<file path="config.mk">
export PLATFORM = sky130hd
export DESIGN_NAME = fetch_unit
export DESIGN_NICKNAME = d
export VERILOG_FILES = /design/src/rtl/sisc_pkg.sv /design/src/rtl/fetch_unit_pc_reg.sv /design/src/rtl/fetch_unit.sv
export SDC_FILE = /design/constraint.sdc
export NUM_CORES = 1
export LEC_CHECK = 0
export ABC_AREA = 1
export CORE_ASPECT_RATIO = 0.7
export CORE_UTILIZATION = 49
export DETAILED_ROUTE_END_ITERATION = 16
export PLACE_DENSITY_LB_ADDON = 0.1
export SYNTH_ARGS = -nofsm -noshare
export SYNTH_HDL_FRONTEND = slang
export SYNTH_SLANG_ARGS = --single-unit
</file>
<file path="constraint.sdc">
create_clock -name clk -period 2.35 [get_ports clk]
set_input_delay 0.47 -clock clk [delete_from_list [all_inputs] [get_ports clk]]
set_output_delay 0.47 -clock clk [all_outputs]
set_load 0.01 [all_outputs]
</file>
<file path="src/rtl/sisc_pkg.sv">
// Shared SISC definitions: opcode constants, datapath width defaults and fetch state encoding.
package sisc_pkg;

  localparam int unsigned PC_W_DEF = 16;
  localparam int unsigned IR_W_DEF = 32;

  typedef logic [3:0] opcode_t;

  localparam opcode_t OP_NOOP   = 4'd0;
  localparam opcode_t OP_LOD    = 4'd1;
  localparam opcode_t OP_STR    = 4'd2;
  localparam opcode_t OP_SWP    = 4'd3;
  localparam opcode_t OP_BRA    = 4'd4;
  localparam opcode_t OP_BRR    = 4'd5;
  localparam opcode_t OP_BNE    = 4'd6;
  localparam opcode_t OP_BNR    = 4'd7;
  localparam opcode_t OP_ALU_OP = 4'd8;
  localparam opcode_t OP_HLT    = 4'd15;

  typedef logic [1:0] fetch_state_t;

  localparam fetch_state_t ST_IDLE = 2'd0;
  localparam fetch_state_t ST_WAIT = 2'd1;
  localparam fetch_state_t ST_PREF = 2'd2;

endpackage

</file>
<file path="src/rtl/fetch_unit_pc_reg.sv">
// Program counter register: clear, relative/absolute branch and increment, all wrapping at PC_W bits.
module pc_reg
  import sisc_pkg::*;
#(
  parameter int unsigned PC_W = PC_W_DEF
) (
  input  logic            clk,
  input  logic            rst_f,
  input  logic            clr,
  input  logic            inc,
  input  logic            br,
  input  logic            br_abs,
  input  logic [PC_W-1:0] br_off,
  output logic [PC_W-1:0] pc
);

  always_ff @(posedge clk or negedge rst_f) begin
    if (!rst_f) begin
      pc <= '0;
    end else if (clr) begin
      pc <= '0;
    end else if (br) begin
      pc <= br_abs ? br_off : pc + br_off;
    end else if (inc) begin
      pc <= pc + PC_W'(1);
    end
  end

endmodule

</file>
<file path="src/rtl/fetch_unit.sv">
// SISC instruction-fetch stage: PC/IR, imem req/ack handshake, controller PC commands.
// Optional one-entry prefetch buffer enabled by defining FETCH_PREFETCH_EN.
module fetch_unit
  import sisc_pkg::*;
#(
  parameter int unsigned PC_W = PC_W_DEF,
  parameter int unsigned IR_W = IR_W_DEF
) (
  input  logic            clk,
  input  logic            rst_f,
  input  logic            ir_load,
  input  logic            pc_write,
  input  logic            pc_sel,
  input  logic            br_sel,
  input  logic            pc_rst,
  output logic            imem_req,
  output logic [PC_W-1:0] imem_addr,
  input  logic            imem_ack,
  input  logic [IR_W-1:0] imem_rdata,
  output logic [PC_W-1:0] pc,
  output logic [IR_W-1:0] ir,
  output logic [3:0]      opcode,
  output logic [3:0]      mm,
  output logic            fetch_stall
);

  fetch_state_t    state;
  logic            inc_pend;
  logic            cmd_inc;
  logic            cmd_br;
  logic            pc_inc;
  logic            pc_br;
  logic [PC_W-1:0] br_off;

  assign cmd_inc     = pc_write & ~pc_sel;
  assign cmd_br      = pc_write & pc_sel;
  assign br_off      = PC_W'(ir[15:0]);
  assign opcode      = ir[IR_W-1 -: 4];
  assign mm          = ir[IR_W-5 -: 4];
  assign fetch_stall = (state == ST_WAIT);

`ifdef FETCH_PREFETCH_EN
  logic [IR_W-1:0] pf_data;
  logic [PC_W-1:0] pf_addr;
  logic            pf_valid;
  logic            pf_want;   // a demand fetch just finished; prefetch the new pc
  logic            pf_drop;   // in-flight prefetch response must be discarded
  logic            dem_pend;  // demand fetch queued behind a stale prefetch
  logic            pf_hit;
  logic            pref_match;
  logic [PC_W-1:0] pc_next;

  assign pf_hit     = pf_valid && (pf_addr == pc);
  assign pref_match = (imem_addr == pc) && !pf_drop;
  assign pc_next    = cmd_inc ? pc + PC_W'(1) : pc;
`endif

  always_comb begin
    pc_inc = 1'b0;
    pc_br  = 1'b0;
    case (state)
      ST_IDLE: begin
        if (!ir_load) begin
          pc_inc = cmd_inc;
          pc_br  = cmd_br;
        end
`ifdef FETCH_PREFETCH_EN
        else if (pf_hit) begin
          pc_inc = cmd_inc;
        end
`endif
      end
      ST_WAIT: pc_inc = imem_ack & inc_pend;
`ifdef FETCH_PREFETCH_EN
      ST_PREF: begin
        if (!dem_pend) begin
          if (!ir_load) begin
            pc_inc = cmd_inc;
            pc_br  = cmd_br;
          end else if (pref_match && imem_ack) begin
            pc_inc = cmd_inc;
          end
        end
      end
`endif
      default: ;
    endcase
  end

  pc_reg #(
    .PC_W(PC_W)
  ) u_pc_reg (
    .clk    (clk),
    .rst_f  (rst_f),
    .clr    (pc_rst),
    .inc    (pc_inc),
    .br     (pc_br),
    .br_abs (br_sel),
    .br_off (br_off),
    .pc     (pc)
  );

  always_ff @(posedge clk or negedge rst_f) begin
    if (!rst_f) begin
      state     <= ST_IDLE;
      imem_req  <= 1'b0;
      imem_addr <= '0;
      ir        <= '0;
      inc_pend  <= 1'b0;
`ifdef FETCH_PREFETCH_EN
      pf_data   <= '0;
      pf_addr   <= '0;
      pf_valid  <= 1'b0;
      pf_want   <= 1'b0;
      pf_drop   <= 1'b0;
      dem_pend  <= 1'b0;
`endif
    end else if (pc_rst) begin
      // Abandons any outstanding access; a coincident ack is discarded.
      state    <= ST_IDLE;
      imem_req <= 1'b0;
      inc_pend <= 1'b0;
`ifdef FETCH_PREFETCH_EN
      pf_valid <= 1'b0;
      pf_want  <= 1'b0;
      pf_drop  <= 1'b0;
      dem_pend <= 1'b0;
`endif
    end else begin
      case (state)
        ST_IDLE: begin
`ifdef FETCH_PREFETCH_EN
          if (ir_load && pf_hit) begin
            ir        <= pf_data;
            pf_valid  <= 1'b0;
            pf_want   <= 1'b0;
            imem_addr <= pc_next;
            imem_req  <= 1'b1;
            state     <= ST_PREF;
          end else if (ir_load) begin
            imem_addr <= pc;
            imem_req  <= 1'b1;
            inc_pend  <= cmd_inc;
            state     <= ST_WAIT;
          end else if (cmd_br) begin
            pf_valid <= 1'b0;
            pf_want  <= 1'b0;
          end else if (pf_want) begin
            imem_addr <= pc_next;
            imem_req  <= 1'b1;
            pf_want   <= 1'b0;
            state     <= ST_PREF;
          end
`else
          if (ir_load) begin
            imem_addr <= pc;
            imem_req  <= 1'b1;
            inc_pend  <= cmd_inc;
            state     <= ST_WAIT;
          end
`endif
        end
        ST_WAIT: begin
          if (imem_ack) begin
            ir       <= imem_rdata;
            imem_req <= 1'b0;
            state    <= ST_IDLE;
`ifdef FETCH_PREFETCH_EN
            pf_want  <= 1'b1;
`endif
          end
        end
`ifdef FETCH_PREFETCH_EN
        ST_PREF: begin
          if (dem_pend) begin
            // Stale prefetch retired; reissue the held request as a demand fetch of pc.
            if (imem_ack) begin
              imem_addr <= pc;
              pf_drop   <= 1'b0;
              dem_pend  <= 1'b0;
              state     <= ST_WAIT;
            end
          end else if (ir_load) begin
            inc_pend <= cmd_inc;
            if (pref_match) begin
              if (imem_ack) begin
                ir       <= imem_rdata;
                imem_req <= 1'b0;
                pf_want  <= 1'b1;
                state    <= ST_IDLE;
              end else begin
                state <= ST_WAIT;
              end
            end else if (imem_ack) begin
              imem_addr <= pc;
              pf_drop   <= 1'b0;
              state     <= ST_WAIT;
            end else begin
              pf_drop  <= 1'b1;
              dem_pend <= 1'b1;
            end
          end else if (imem_ack) begin
            if (!pf_drop && !cmd_br) begin
              pf_data  <= imem_rdata;
              pf_addr  <= imem_addr;
              pf_valid <= 1'b1;
            end else begin
              pf_valid <= 1'b0;
            end
            pf_drop  <= 1'b0;
            imem_req <= 1'b0;
            state    <= ST_IDLE;
          end else if (cmd_br) begin
            pf_drop  <= 1'b1;
            pf_valid <= 1'b0;
          end
        end
`endif
        default: state <= ST_IDLE;
      endcase
    end
  end

endmodule
</file>
== Word level (Yosys, flattened, before mapping) ==
Cells that the tools add are included.

* Equal/unequal tests: 3
* $add $sub $neg: 2
* Bitwise gates (word level): 5
* Reductions and logical operators: 10
* Multiplexer cells: 19

{| class="wikitable"
|+ Operators with widths
! cell !! count
|-
| $mux 16 || 4
|-
| $add 16x1->16 const B || 1
|-
| $add 16x16->16 || 1
|-
| $mux 1 || 9
|-
| $reduce_and 3->1 || 3
|-
| $mux 2 || 3
|-
| $ne 3x3->1 const B || 2
|-
| $reduce_bool 3->1 || 2
|-
| $pmux 1 s2 || 2
|-
| $pmux 2 s2 || 1
|-
| $reduce_and 2->1 || 2
|-
| $reduce_bool 2->1 || 2
|-
| $and 1x1->1 || 3
|-
| $eq 2x1->1 const B || 1
|-
| $logic_not 2->1 || 1
|-
| $not 1->1 || 2
|}

* Input bits: 40
* Word-level logic and storage cells: 45
* Register bits after elaboration: 68

== Logic depth before layout (Yosys ltp) ==
Gate-level depths: netlist of run 1.

* Depth after elaboration: 7
* Depth in mapped cells: 13

== Cells and area by module ==
From an unflattened synthesis of run 1, not the netlist that was laid out.

* Cells, all modules: 617
* Area, all modules: 4405.5 um^2

{| class="wikitable"
|+ Modules (own cells, without submodules)
! module !! sequential area each (um^2) !! area an instance (um^2) !! cells each !! times used
|-
| fetch_unit || 1251.2 || 2240.9 || 234 || 1
|-
| pc_reg || 400.4 || 2164.6 || 383 || 1
|}

== Least setup slack after synthesis of run 1 ==
Ideal clock, no wire load.

* Path type: reg-to-reg
* From: reg u_pc_reg.pc[0]
* To: reg u_pc_reg.pc[12]
* Setup time: 0.117 ns
* Cell stages (with the launch flop): 14
* Slack: 0.505 ns
* Required time: 2.233 ns
* Arrival: 1.729 ns
* Cell sequence: dfrtp_1 -> ha_1 -> inv_1 -> fa_1 -> inv_1 -> nand3_1 -> nand3_1 -> nand3_1 -> nand3_1 -> nand2_1 -> nand3_1 -> nand2_1 -> nand2_1 -> nand2_1

* Cells in the longest elaborated chain, start to end: 4

{| class="wikitable"
|+ RTL lines
! what !! line !! RTL
|-
| from (decl) || fetch_unit_pc_reg.sv:14 || <nowiki>output logic [PC_W-1:0] pc</nowiki>
|-
| from (signal assigned) || fetch_unit_pc_reg.sv:23 || <nowiki>pc <= br_abs ? br_off : pc + br_off;</nowiki>
|-
| from (signal assigned) || fetch_unit_pc_reg.sv:25 || <nowiki>pc <= pc + PC_W'(1);</nowiki>
|-
| $add 16x1->16 / $add 16x16->16 (equally long branches) || fetch_unit_pc_reg.sv:25, fetch_unit_pc_reg.sv:23 ||
|-
| $mux 16, on equally long branches || fetch_unit_pc_reg.sv:24, fetch_unit_pc_reg.sv:23 ||
|-
| $mux 16 (*) || fetch_unit_pc_reg.sv:22 || <nowiki>end else if (br) begin</nowiki>
|-
| $mux 16 (*) || fetch_unit_pc_reg.sv:20 || <nowiki>end else if (clr) begin</nowiki>
|}

Every way passes the cells marked *; elsewhere a longest branch is shown, timed or not. The select of a mux whose other input is x is not followed.
A chain may end at the register's enable or synchronous reset.

== Final worst setup path of run 1 ==
* From: reg u_pc_reg.pc[1]
* To: reg u_pc_reg.pc[8]

The elaborated chain is that of the path after synthesis.

==> run_results.csv, run 1 <==
group,metric,value,unit
yosys,synth.distinct_cells,37,
grt,grt_max_degree,34,
die,die_h,79.4,microns
finish,syn_to_final_growth,37.1,%
power_and_ir_drop,p_leak,2.72,nW
critical_path,crit_arrival,2.24,ns
grt,grt_first_pass_wirelength,18000,microns
job,drv_cap,0,
critical_path,crit_path_max_fanout,5,
grt,grtUsageTotal,0.260,
placed_design,place_hpwl,8340,microns
die,core-area,8070,sq um
timing,max_freq,0.494,GHz
die,ioPinCount,114,
timing,fin_crit,2.03,ns
yosys,yosysWarnings,0,
cts,cts_buffers,9,
power_and_ir_drop,power.density,821,nW/um^2
yosys,netlist_area,4190,sq um
grt,met3_usage,0.0569,
routing,drt_first_pass_iters,5,
yosys,synth_xor_area_frac,0.0230,
die,dieArea,8930,sq um
yosys,syn_nets,582,
yosys,ys_seq_area_frac,0.394,
grt,overflow,0,
finish,largest_reg_flops,32,
grt,grt.met2_usage,0.421,
yosys,syn-instance-count,525,
cts,path_clk_slew,0.06,ns
placed_design,port_buffers,113,
critical_path,startpoint_type,"flop",
finish,diodes,0,
cts,cts_root_buf,"clkbuf_16",
routing,ant_nets,0,
critical_path,critPathKind,"reg -> reg",
cts,h-tree-depth,3,
placed_design,gp_congestion,0.868,
routing,drc,0,
finish,drive_gt1_frac,0.134,
grt,antenna_found_initial,0,
power_and_ir_drop,irDropWorstVdd,607,uV
routing,wl_per_cell,15.0,microns
grt,grt_pass1_vias,3657,
grt,grt_use_met1,0.360,
timing,relSlewSlack,0.640,
cts,cts_hold_buf,0,
cts,cts_setup_buffers,0,
die,initial_utilization,0.519,
cts,cts_tree,"built",
min_path,hp-class,"in -> async",
run_status,status,"completed",
timing,worst_hold_slack,0.0824,ns
yosys,ys_ff_latch,66,
cts,ctsResizeCount,0,
yosys,synth-compound-area-share,0.0851,
cts,clock_sinks,66,
timing,hold_viol_final,0,
routing,drt_iter0_markers,359,
critical_path,crit_path_end_kind,"flop",
timing,rsz0062_at_grt,"no",
yosys,synth_top_family_by_area,"simple AND/OR/NAND/NOR gates",
yosys,synth-simple-area-share,0.259,
yosys,synth.avg_cell_area,7.98,sq um
timing,clock_skew,0.00605,ns
yosys,synthAdderAreaFrac,0.0526,
timing,finalSetupTns,0,ns
critical_path,reg2regPathDepth,12,
timing,setup_violations,0,
timing,maxSlewViolCount,0,
timing,finalCritPeriodShare,0.862,
grt,grt_busiest_layer,"met2",
yosys,synthMuxAreaShare,0.0914,
die,die_w,113,microns
routing,via_count,3915,
timing,worstMarginPinSlew,0.539,ns
critical_path,worst_ep_required_time,2.57,ns
routing,routed_wl,11200,microns
routing,routed_via_density,5.27,
cts,clockBufferDepth,2,
die,rows,27,
finish,nNetsFinal,694,
cts,clock_latency,0.33,ns
path summary, 6_finish.rpt:
check                                     from        endpoint  slack [ns]
worst max-delay path            u_pc_reg.pc[1]  u_pc_reg.pc[8]        0.32
worst min-delay path                     rst_f   imem_addr[14]        0.08
worst max register to register  u_pc_reg.pc[1]  u_pc_reg.pc[8]        0.32
worst min register to register    imem_addr[5]    imem_addr[5]        0.48
max in group asynchronous                rst_f           ir[0]        1.55
min in group clk                  imem_addr[5]    imem_addr[5]        0.48
stage by stage:
step / util / total power [W] / cell area [sq um] / cells / setup WS, ns
floorplan: - / 0.00245 / 4190 / 525 / 0.505
global placement: 0.669 / 0.00318 / 5410 / 727 / 0.329
detailed placement: 0.669 / 0.00322 / 5410 / 727 / 0.218
CTS: 0.711 / 0.00475 / 5740 / 743 / 0.363
global route: 0.711 / 0.00497 / 5740 / 743 / 0.188
finish: 0.711 / 0.00472 / 5740 / 743 / 0.325
metal layers:
metal	wire, microns	part of all wire	vias up
met2	5100	0.46	155
li1	-	-	1924
met1	5170	0.46	1825
met5	0	0	-
met4	85	0.0076	0
met3	822	0.074	11
logic make-up (layout without fill, tap and decap cells):
kind of cell,after synthesis,count (layout)
mux,34,34
fa+ha+maj,17,17
flops,66,66
buf+inv,91,208
compound gates,68,68
simple gates,238,238
xor+xnor,11,11
report_power, final:
part | switching (W) | total [W] | internal, W
logic | 0.000775 | 0.00164 | 0.000870
clock network | 0.000484 | 0.00150 | 0.00101
registers | 0.000220 | 0.00158 | 0.00136
critical path: stages (launching register included):
cell	delay, ns
dfrtp_1	0.45
inv_1	0.15
fa_1	0.50
inv_1	0.10
nand3_1	0.06
nand3_1	0.15
nand2_1	0.10
nand3_1	0.08
nand2_1	0.06
nand3_1	0.08
nand2_1	0.06
nand3_1	0.07
nand2_1	0.05
layout by cell type, fill, tap and decap left out, drive strengths merged:
master	count
nand2	153
ha	16
bufinv	2
dfrtp	66
nand4	6
inv	68
or2	1
nor3	10
nor2	27
fa	1
xnor2	4
a31oi	1
o32ai	1
o21ai	32
o31ai	1
nand3b	3
nand3	38
clkdlybuf4s50	112
clkinv	2
buf	11
o211ai	1
clkinvlp	1
xor2	7
o22ai	2
a21oi	30
mux2	34
clkbuf	12
Yosys cell counts:
| cell type | instances | area [sq um] |
|---|---|---|
| a21oi_1 | 29 | 145 |
| a21oi_2 | 1 | 8.76 |
| a31oi_1 | 1 | 6.26 |
| buf_2 | 5 | 25.0 |
| buf_4 | 11 | 82.6 |
| buf_6 | 1 | 11.3 |
| clkbuf_1 | 5 | 18.8 |
| clkinv_1 | 1 | 3.75 |
| dfrtp_1 | 66 | 1650 |
| fa_1 | 1 | 20.0 |
| ha_1 | 16 | 200 |
| inv_1 | 63 | 236 |
| inv_2 | 5 | 18.8 |
| mux2_2 | 34 | 383 |
| nand2_1 | 148 | 556 |
| nand2_2 | 4 | 25.0 |
| nand2_4 | 1 | 11.3 |
| nand3_1 | 35 | 175 |
| nand3_2 | 3 | 30.0 |
| nand3b_1 | 3 | 22.5 |
| nand4_1 | 4 | 25.0 |
| nand4_4 | 2 | 42.5 |
| nor2_1 | 21 | 78.8 |
| nor2_2 | 5 | 31.3 |
| nor2_4 | 1 | 11.3 |
| nor3_1 | 7 | 35.0 |
| nor3_2 | 2 | 20.0 |
| nor3_4 | 1 | 16.3 |
| o211ai_1 | 1 | 7.51 |
| o21ai_0 | 28 | 140 |
| o21ai_1 | 4 | 20.0 |
| o22ai_1 | 2 | 12.5 |
| o31ai_1 | 1 | 7.51 |
| o32ai_1 | 1 | 8.76 |
| or2_1 | 1 | 6.26 |
| xnor2_1 | 4 | 35.0 |
| xor2_1 | 7 | 61.3 |
final cells by class:
cell class | instances | area [sq um]
fill | 651 | 2330
multi-input combinational | 368 | 2140
sequential | 66 | 1650
timing repair buffer | 123 | 1230
clock buffer | 12 | 267
inverter | 69 | 259
tap | 101 | 126
clock inverter | 4 | 72.6
(Power assumes the default switching activity.)
==> run 2: changes to the inputs <==
--- a/config.mk
+++ b/config.mk
@@ -5,9 +5,11 @@
 export SDC_FILE = /design/constraint.sdc
 export NUM_CORES = 1
 export LEC_CHECK = 0
-export ABC_AREA = 1
+export CELL_PAD_IN_SITES_DETAIL_PLACEMENT = 0
+export CELL_PAD_IN_SITES_GLOBAL_PLACEMENT = 1
 export CORE_ASPECT_RATIO = 0.7
-export CORE_UTILIZATION = 49
+export CORE_MARGIN = 10
+export CORE_UTILIZATION = 36
 export DETAILED_ROUTE_END_ITERATION = 16
 export PLACE_DENSITY_LB_ADDON = 0.1
 export SYNTH_ARGS = -nofsm -noshare
==> run_results.csv, run 2 <==
group,metric,value,unit
yosys,netlist_area,3910,sq um
routing,via_count,3559,
yosys,yosysWarnings,0,
cts,clock_sinks,66,
power_and_ir_drop,intPower,0.00314,W
finish,syn_to_final_growth,48.8,%
yosys,synth_common_cells,"dfrtp_1 (66), mux2_2 (48), nor2_1 (32)",
critical_path,rrSetupSlack,0.01,ns
yosys,synth_flop_cell,"dfrtp_1",
yosys,synth-compound-area-share,0.140,
timing,finalSetupTns,0,ns
yosys,synthAdderAreaFrac,0.0563,
yosys,netlist.area_leader.share,0.422,
yosys,syn-instance-count,386,
timing,maxSlewViolCount,0,
yosys,synth_top_family_by_area,"simple AND/OR/NAND/NOR gates",
placed_design,place_hpwl,9740,microns
die,dieArea,15500,sq um
power_and_ir_drop,switching_power,0.00151,W
yosys,synth.largest_area_cell,"dfrtp_1",
yosys,synth_edf_count,0,
timing,rsz0062_at_grt,"yes",
cts,cts_root_buf,"clkbuf_16",
critical_path,worst_ep_required_time,2.55,ns
finish,mostFrequentLayoutCells,"clkdlybuf4s50_1 (112), dfrtp_1 (66), buf_4 (57)",
die,rows,31,
cts,h-tree-depth,3,
run_status,status,"completed",
critical_path,critPathKind,"reg -> reg",
finish,diodes,0,
critical_path,crit_path_end_kind,"flop",
cts,cts_tree,"built",
die,die_h,107,microns
cts,clock_latency,0.33,ns
grt,grt_max_degree,31,
critical_path,crit_arrival,2.53,ns
grt,grt_first_pass_wirelength,20100,microns
yosys,ys_ff_latch,66,
die,initial_utilization,0.374,
routing,wl_per_cell,18.5,microns
critical_path,cp_num_buf_inv,2,
finish,fillers,937,
finish,largest_reg_flops,32,
finish,drive_gt1_frac,0.262,
grt,grtUsageTotal,0.165,
routing,drt_iter0_markers,219,
timing,finalCritPeriodShare,0.995,
routing,ant_nets,0,
timing,clock_skew,0.00372,ns
routing,drc,0,
power_and_ir_drop,irDropWorstVdd,370,uV
timing,max_freq,0.428,GHz
yosys,synthMuxAreaShare,0.148,
yosys,async_flop_share,1.00,
die,core-area,10500,sq um
critical_path,crit_family,"compound AO/OA/AOI/OAI gates",
timing,worst_hold_slack,0.0664,ns
routing,drt_first_pass_iters,4,
timing,relSlewSlack,0.719,
yosys,yosysMostFrequentCell,"dfrtp_1",
timing,fin_crit,2.34,ns
power_and_ir_drop,switching_share,0.324,
yosys,synth_xor_area_frac,0.0291,
yosys,synth.distinct_cells,60,
power_and_ir_drop,p_total,0.00465,W
placed_design,port_buffers,113,
routing,routed_via_density,5.23,
critical_path,crit_path_max_fanout,2,
die,ioPinCount,114,
placed_design,gp_congestion,0.837,
power_and_ir_drop,clkPwrFrac,0.267,
power_and_ir_drop,power_frac_comb,0.400,
critical_path,startpoint_type,"flop",
timing,setup_violations,0,
grt,overflow,0,
die,die_w,145,microns
yosys,yosys-top-cells-area,"dfrtp_1 (42%), mux2_2 (14%), ha_1 (5.1%)",
timing,hold_viol_final,0,
job,drv_cap,0,
critical_path,cp_slowest_stage_delay,0.36,ns
finish,nNetsFinal,601,
yosys,ys_seq_area_frac,0.422,
critical_path,cp_slowest_cell,"dfrtp_1",
grt,grt_pass1_vias,3671,
power_and_ir_drop,p_leak,2.56,nW
cts,clockBufferDepth,2,
yosys,syn_nets,443,
routing,routed_wl,12600,microns
critical_path,crit_chain,"ha_2 > inv_2 > fa_2 > nor2b_2 > o21bai_1 > a21boi_2 > buf_4 > o211ai_1 > a21oi_2 > mux2i_1 > nor3_1",
power_and_ir_drop,power.density,799,nW/um^2
power_and_ir_drop,p_seq_frac,0.333,
cts,cts_hold_buf,0,
yosys,synth-simple-area-share,0.163,
cts,cts_buffers,9,
grt,antenna_found_initial,0,
min_path,hp-class,"in -> async",
yosys,synth.avg_cell_area,10.1,sq um
timing,worstMarginPinSlew,0.420,ns
cts,path_clk_slew,0.06,ns
finish,final_common_cell,"clkdlybuf4s50_1",
-- run 2: cell types whose count changed after synthesis, moves of 5 or more --
cell and delta:
o21ai_0 -8, nor2_1 +11, nand2_1 -122, inv_2 -5, nand3_1 -18, inv_1 -56, or3_1 +6, mux2_2 +14
-- run 2: cells by family (layout without fill, tap and decap cells) --
group                    Yosys count  in the layout
flip-flops                        66             66
XOR/XNOR                          13             13
AO/OA/AOI/OAI                     83             83
buffers and inverters             31            194
multiplexers                      52             52
AND/OR/NAND/NOR                  124            124
adder cells (fa/ha/maj)           17             17
-- run 2: worst reg2reg max path: cells and delay by family, from the launching register on --
family                   cells  cell delay (ns)
multiplexers                 1             0.21
AND/OR/NAND/NOR              2             0.22
adder cells (fa/ha/maj)      2             0.53
flip-flops                   1             0.36
buffers and inverters        2             0.18
AO/OA/AOI/OAI                4             0.70
-- run 2: worst paths after layout --
| check | from | to | depth (start not counted) |
|---|---|---|---|
| min in group clk | ir[19] | ir[19] | 1 |
| hold / removal | rst_f | ir[8] | 1 |
| max in group asynchronous | rst_f | ir[16] | 2 |
| setup reg to reg | u_pc_reg.pc[0] | u_pc_reg.pc[12] | 11 |
| setup / recovery | u_pc_reg.pc[0] | u_pc_reg.pc[12] | 11 |
| hold reg to reg | ir[19] | ir[19] | 1 |
-- run 2: metrics by stage --
stage                     setup slack [ns]  utilization  instances  cell area, sq um
after global routing                -0.156        0.556        681              5820
after floorplan                      0.155            -        386              3910
final                               0.0129        0.556        681              5820
after CTS                         -0.00769        0.553        679              5790
after global placement             -0.0821        0.525        663              5500
after detailed placement            -0.119        0.525        663              5500
-- run 2: cell type report --
type | count | area, sq um | share of cell area
clock buffers | 11 | 243 | 0.0417
clock inverters | 5 | 30.0 | 0.00516
inverters | 7 | 26.3 | 0.00451
multi-input cells | 289 | 2130 | 0.367
flip-flops and latches | 66 | 1650 | 0.284
well taps | 132 | 165 | 0.0284
repair buffers | 171 | 1570 | 0.270
-- run 2: timing repair --
| item | CTS | global route |
|---|---|---|
| endpoints found under the setup margin | 5 | 5 |
| resized for setup | 6 | 5 |
| pin swaps | 3 | 8 |
| setup buffers | 0 | 2 |
-- run 2: power groups by stage --
stage	Clock [W]	Sequential, W	Combinational, W
after global routing	0.00131	0.00159	0.00203
after CTS	0.00127	0.00155	0.00187
after global placement	0	0.00155	0.00182
after floorplan	0	0.00168	0.000770
after detailed placement	0	0.00157	0.00184
final	0.00124	0.00155	0.00186
-- run 2: per-layer routing --
layer / GRT usage / share of wire / wire [microns] / up-vias
li1: - / - / - / 1714
met1: 0.212 / 0.45 / 5660 / 1732
met2: 0.264 / 0.47 / 5930 / 103
met3: 0.0489 / 0.071 / 902 / 10
met4: 0.0417 / 0.010 / 132 / 0
met5: 0 / 0 / 0 / -
==> run 3: changes to the inputs <==
--- a/config.mk
+++ b/config.mk
@@ -9,9 +9,11 @@
 export CELL_PAD_IN_SITES_GLOBAL_PLACEMENT = 1
 export CORE_ASPECT_RATIO = 0.7
 export CORE_MARGIN = 10
-export CORE_UTILIZATION = 36
+export CORE_UTILIZATION = 37
+export CTS_BUF_LIST = sky130_fd_sc_hd__clkbuf_8
 export DETAILED_ROUTE_END_ITERATION = 16
 export PLACE_DENSITY_LB_ADDON = 0.1
+export SETUP_SLACK_MARGIN = 0.5
 export SYNTH_ARGS = -nofsm -noshare
 export SYNTH_HDL_FRONTEND = slang
 export SYNTH_SLANG_ARGS = --single-unit
==> run_results.csv, run 3 (synthesis results as in run 2) <==
group,metric,value,unit
run_status,status,"completed",
timing,maxSlewViolCount,0,
power_and_ir_drop,switching_power,0.00149,W
power_and_ir_drop,power_frac_comb,0.439,
grt,grt_first_pass_wirelength,19600,microns
cts,cts_tree,"built",
timing,relSlewSlack,0.700,
timing,max_freq,0.449,GHz
critical_path,crit_path_end_kind,"flop",
die,core-area,10300,sq um
timing,fin_crit,2.23,ns
routing,drt_iter0_markers,230,
min_path,hp-class,"in -> async",
routing,ant_nets,0,
finish,syn_to_final_growth,53.3,%
placed_design,gp_congestion,0.843,
critical_path,worstReg2RegEnd,"u_pc_reg.pc[15]",
power_and_ir_drop,p_seq_frac,0.365,
timing,hold_viol_final,0,
placed_design,pre_cts_ws,-0.160,ns
critical_path,cp_slowest_cell,"dfrtp_2",
timing,clock_skew,0.0165,ns
die,rows,31,
timing,finalWorstSetupSlack,0.120,ns
finish,largest_reg_flops,32,
grt,overflow,0,
die,die_w,143,microns
timing,worst_hold_slack,0.0332,ns
timing,rsz0062_at_grt,"yes",
finish,mostFrequentLayoutCells,"clkdlybuf4s50_1 (88), buf_4 (54), mux2_2 (48), dfrtp_1 (48), nor2_1 (30)",
die,dieArea,15200,sq um
finish,diodes,0,
cts,cts_root_buf,"clkbuf_8",
cts,cts_buffers,9,
critical_path,crit_chain,"ha_4 > nand2_2 > or3b_4 > a21oi_4 > nor3_2 > o21ai_4 > mux2i_1 > or3_1",
power_and_ir_drop,switching_share,0.343,
cts,clock_sinks,66,
cts,h-tree-depth,3,
power_and_ir_drop,p_leak,2.68,nW
critical_path,reg2reg_from,"u_pc_reg.pc[3]",
grt,grt_max_degree,42,
routing,wl_per_cell,18.1,microns
finish,nNetsFinal,604,
critical_path,critPathKind,"reg -> reg",
routing,routed_via_density,5.25,
job,drv_cap,0,
routing,drt_first_pass_iters,5,
placed_design,place_hpwl,9120,microns
critical_path,crit_arrival,2.46,ns
placed_design,port_buffers,113,
grt,grtUsageTotal,0.162,
routing,routed_wl,12400,microns
cts,cts_hold_buf,0,
die,ioPinCount,114,
timing,finalCritPeriodShare,0.949,
critical_path,crit_path_end,"u_pc_reg.pc[15]",
power_and_ir_drop,power.density,725,nW/um^2
die,die_h,106,microns
cts,clockBufferDepth,2,
finish,final_common_cell,"clkdlybuf4s50_1",
critical_path,crit_path_max_fanout,4,
routing,drc,0,
grt,antenna_found_initial,0,
critical_path,reg2regPathDepth,8,
critical_path,startpoint_type,"flop",
critical_path,startpoint,"u_pc_reg.pc[3]",
routing,via_count,3589,
power_and_ir_drop,clkPwrFrac,0.196,
cts,path_clk_slew,0.08,ns
cts,clock_latency,0.36,ns
timing,worstMarginPinSlew,0.448,ns
critical_path,rrSetupSlack,0.12,ns
grt,grt_pass1_vias,3662,
timing,setup_violations,0,
power_and_ir_drop,irDropWorstVdd,438,uV
finish,drive_gt1_frac,0.333,
die,initial_utilization,0.379,
critical_path,worst_ep_required_time,2.58,ns
critical_path,cp_slowest_stage_delay,0.44,ns
power_and_ir_drop,intPower,0.00286,W
## run 3: worst max-delay path, delay by kind of cell, from the launching register on
| family | cells | cell delay, ns |
|---|---|---|
| AO/OA/AOI/OAI | 2 | 0.37 |
| adder cells (fa/ha/maj) | 1 | 0.30 |
| flip-flops | 1 | 0.44 |
| multiplexers | 1 | 0.11 |
| AND/OR/NAND/NOR | 4 | 0.88 |
## run 3: final cells by class
| type | instances | area [sq um] |
|---|---|---|
| clock buffers | 10 | 138 |
| clock inverters | 6 | 28.8 |
| fillers | 927 | 4320 |
| inverters | 7 | 26.3 |
| multi-input cells | 289 | 2310 |
| flip-flops and latches | 66 | 1670 |
| well taps | 132 | 165 |
| repair buffers | 174 | 1660 |
## run 3: worst min path at each step
stage / startpoint / end / slack, ns / cells after the start
final: rst_f / ir[5] / 0.03 / 1
after floorplan: rst_f / imem_addr[0] / 0.17 / 0
after global routing: rst_f / ir[11] / 0.05 / 1
after detailed placement: rst_f / ir[11] / 0.43 / 1
after CTS: rst_f / ir[11] / 0.04 / 1
after global placement: rst_f / ir[11] / 0.43 / 1
## run 3: layer usage
metal / vias to the layer above / GRT usage / wire (microns)
met5: - / 0 / 0
met4: 0 / 0.0455 / 164
met3: 13 / 0.0529 / 929
met2: 110 / 0.259 / 5850
met1: 1740 / 0.204 / 5460
li1: 1726 / - / -
## run 3: metrics by stage
stage | instances | setup TNS (ns) | cell area [sq um] | power (W) | util
3_3_place_gp | 646 | -0.535 | 5530 | 0.00343 | 0.536
4_1_cts | 681 | 0 | 5890 | 0.00437 | 0.571
2_1_floorplan | 386 | 0 | 4070 | 0.00257 | -
3_5_place_dp | 646 | -1.30 | 5530 | 0.00346 | 0.536
5_1_grt | 684 | 0 | 6000 | 0.00461 | 0.581
6_report | 684 | 0 | 6000 | 0.00435 | 0.581
## run 3: power groups by stage
stage / Clock [W] / Combinational (W) / Sequential [W]
6_report: 0.000852 / 0.00191 / 0.00159
5_1_grt: 0.000917 / 0.00207 / 0.00162
4_1_cts: 0.000884 / 0.00190 / 0.00159
3_5_place_dp: 0 / 0.00183 / 0.00163
3_3_place_gp: 0 / 0.00181 / 0.00161
2_1_floorplan: 0 / 0.000858 / 0.00171
## run 3: repair_timing
item                                    in CTS  in global routing
buffers inserted                            18                  3
hold endpoints to repair                     0                  0
endpoints found under the setup margin      38                 23
pin swaps                                    9                 12
cloned                                       1                  0
gates resized for setup                     37                 24
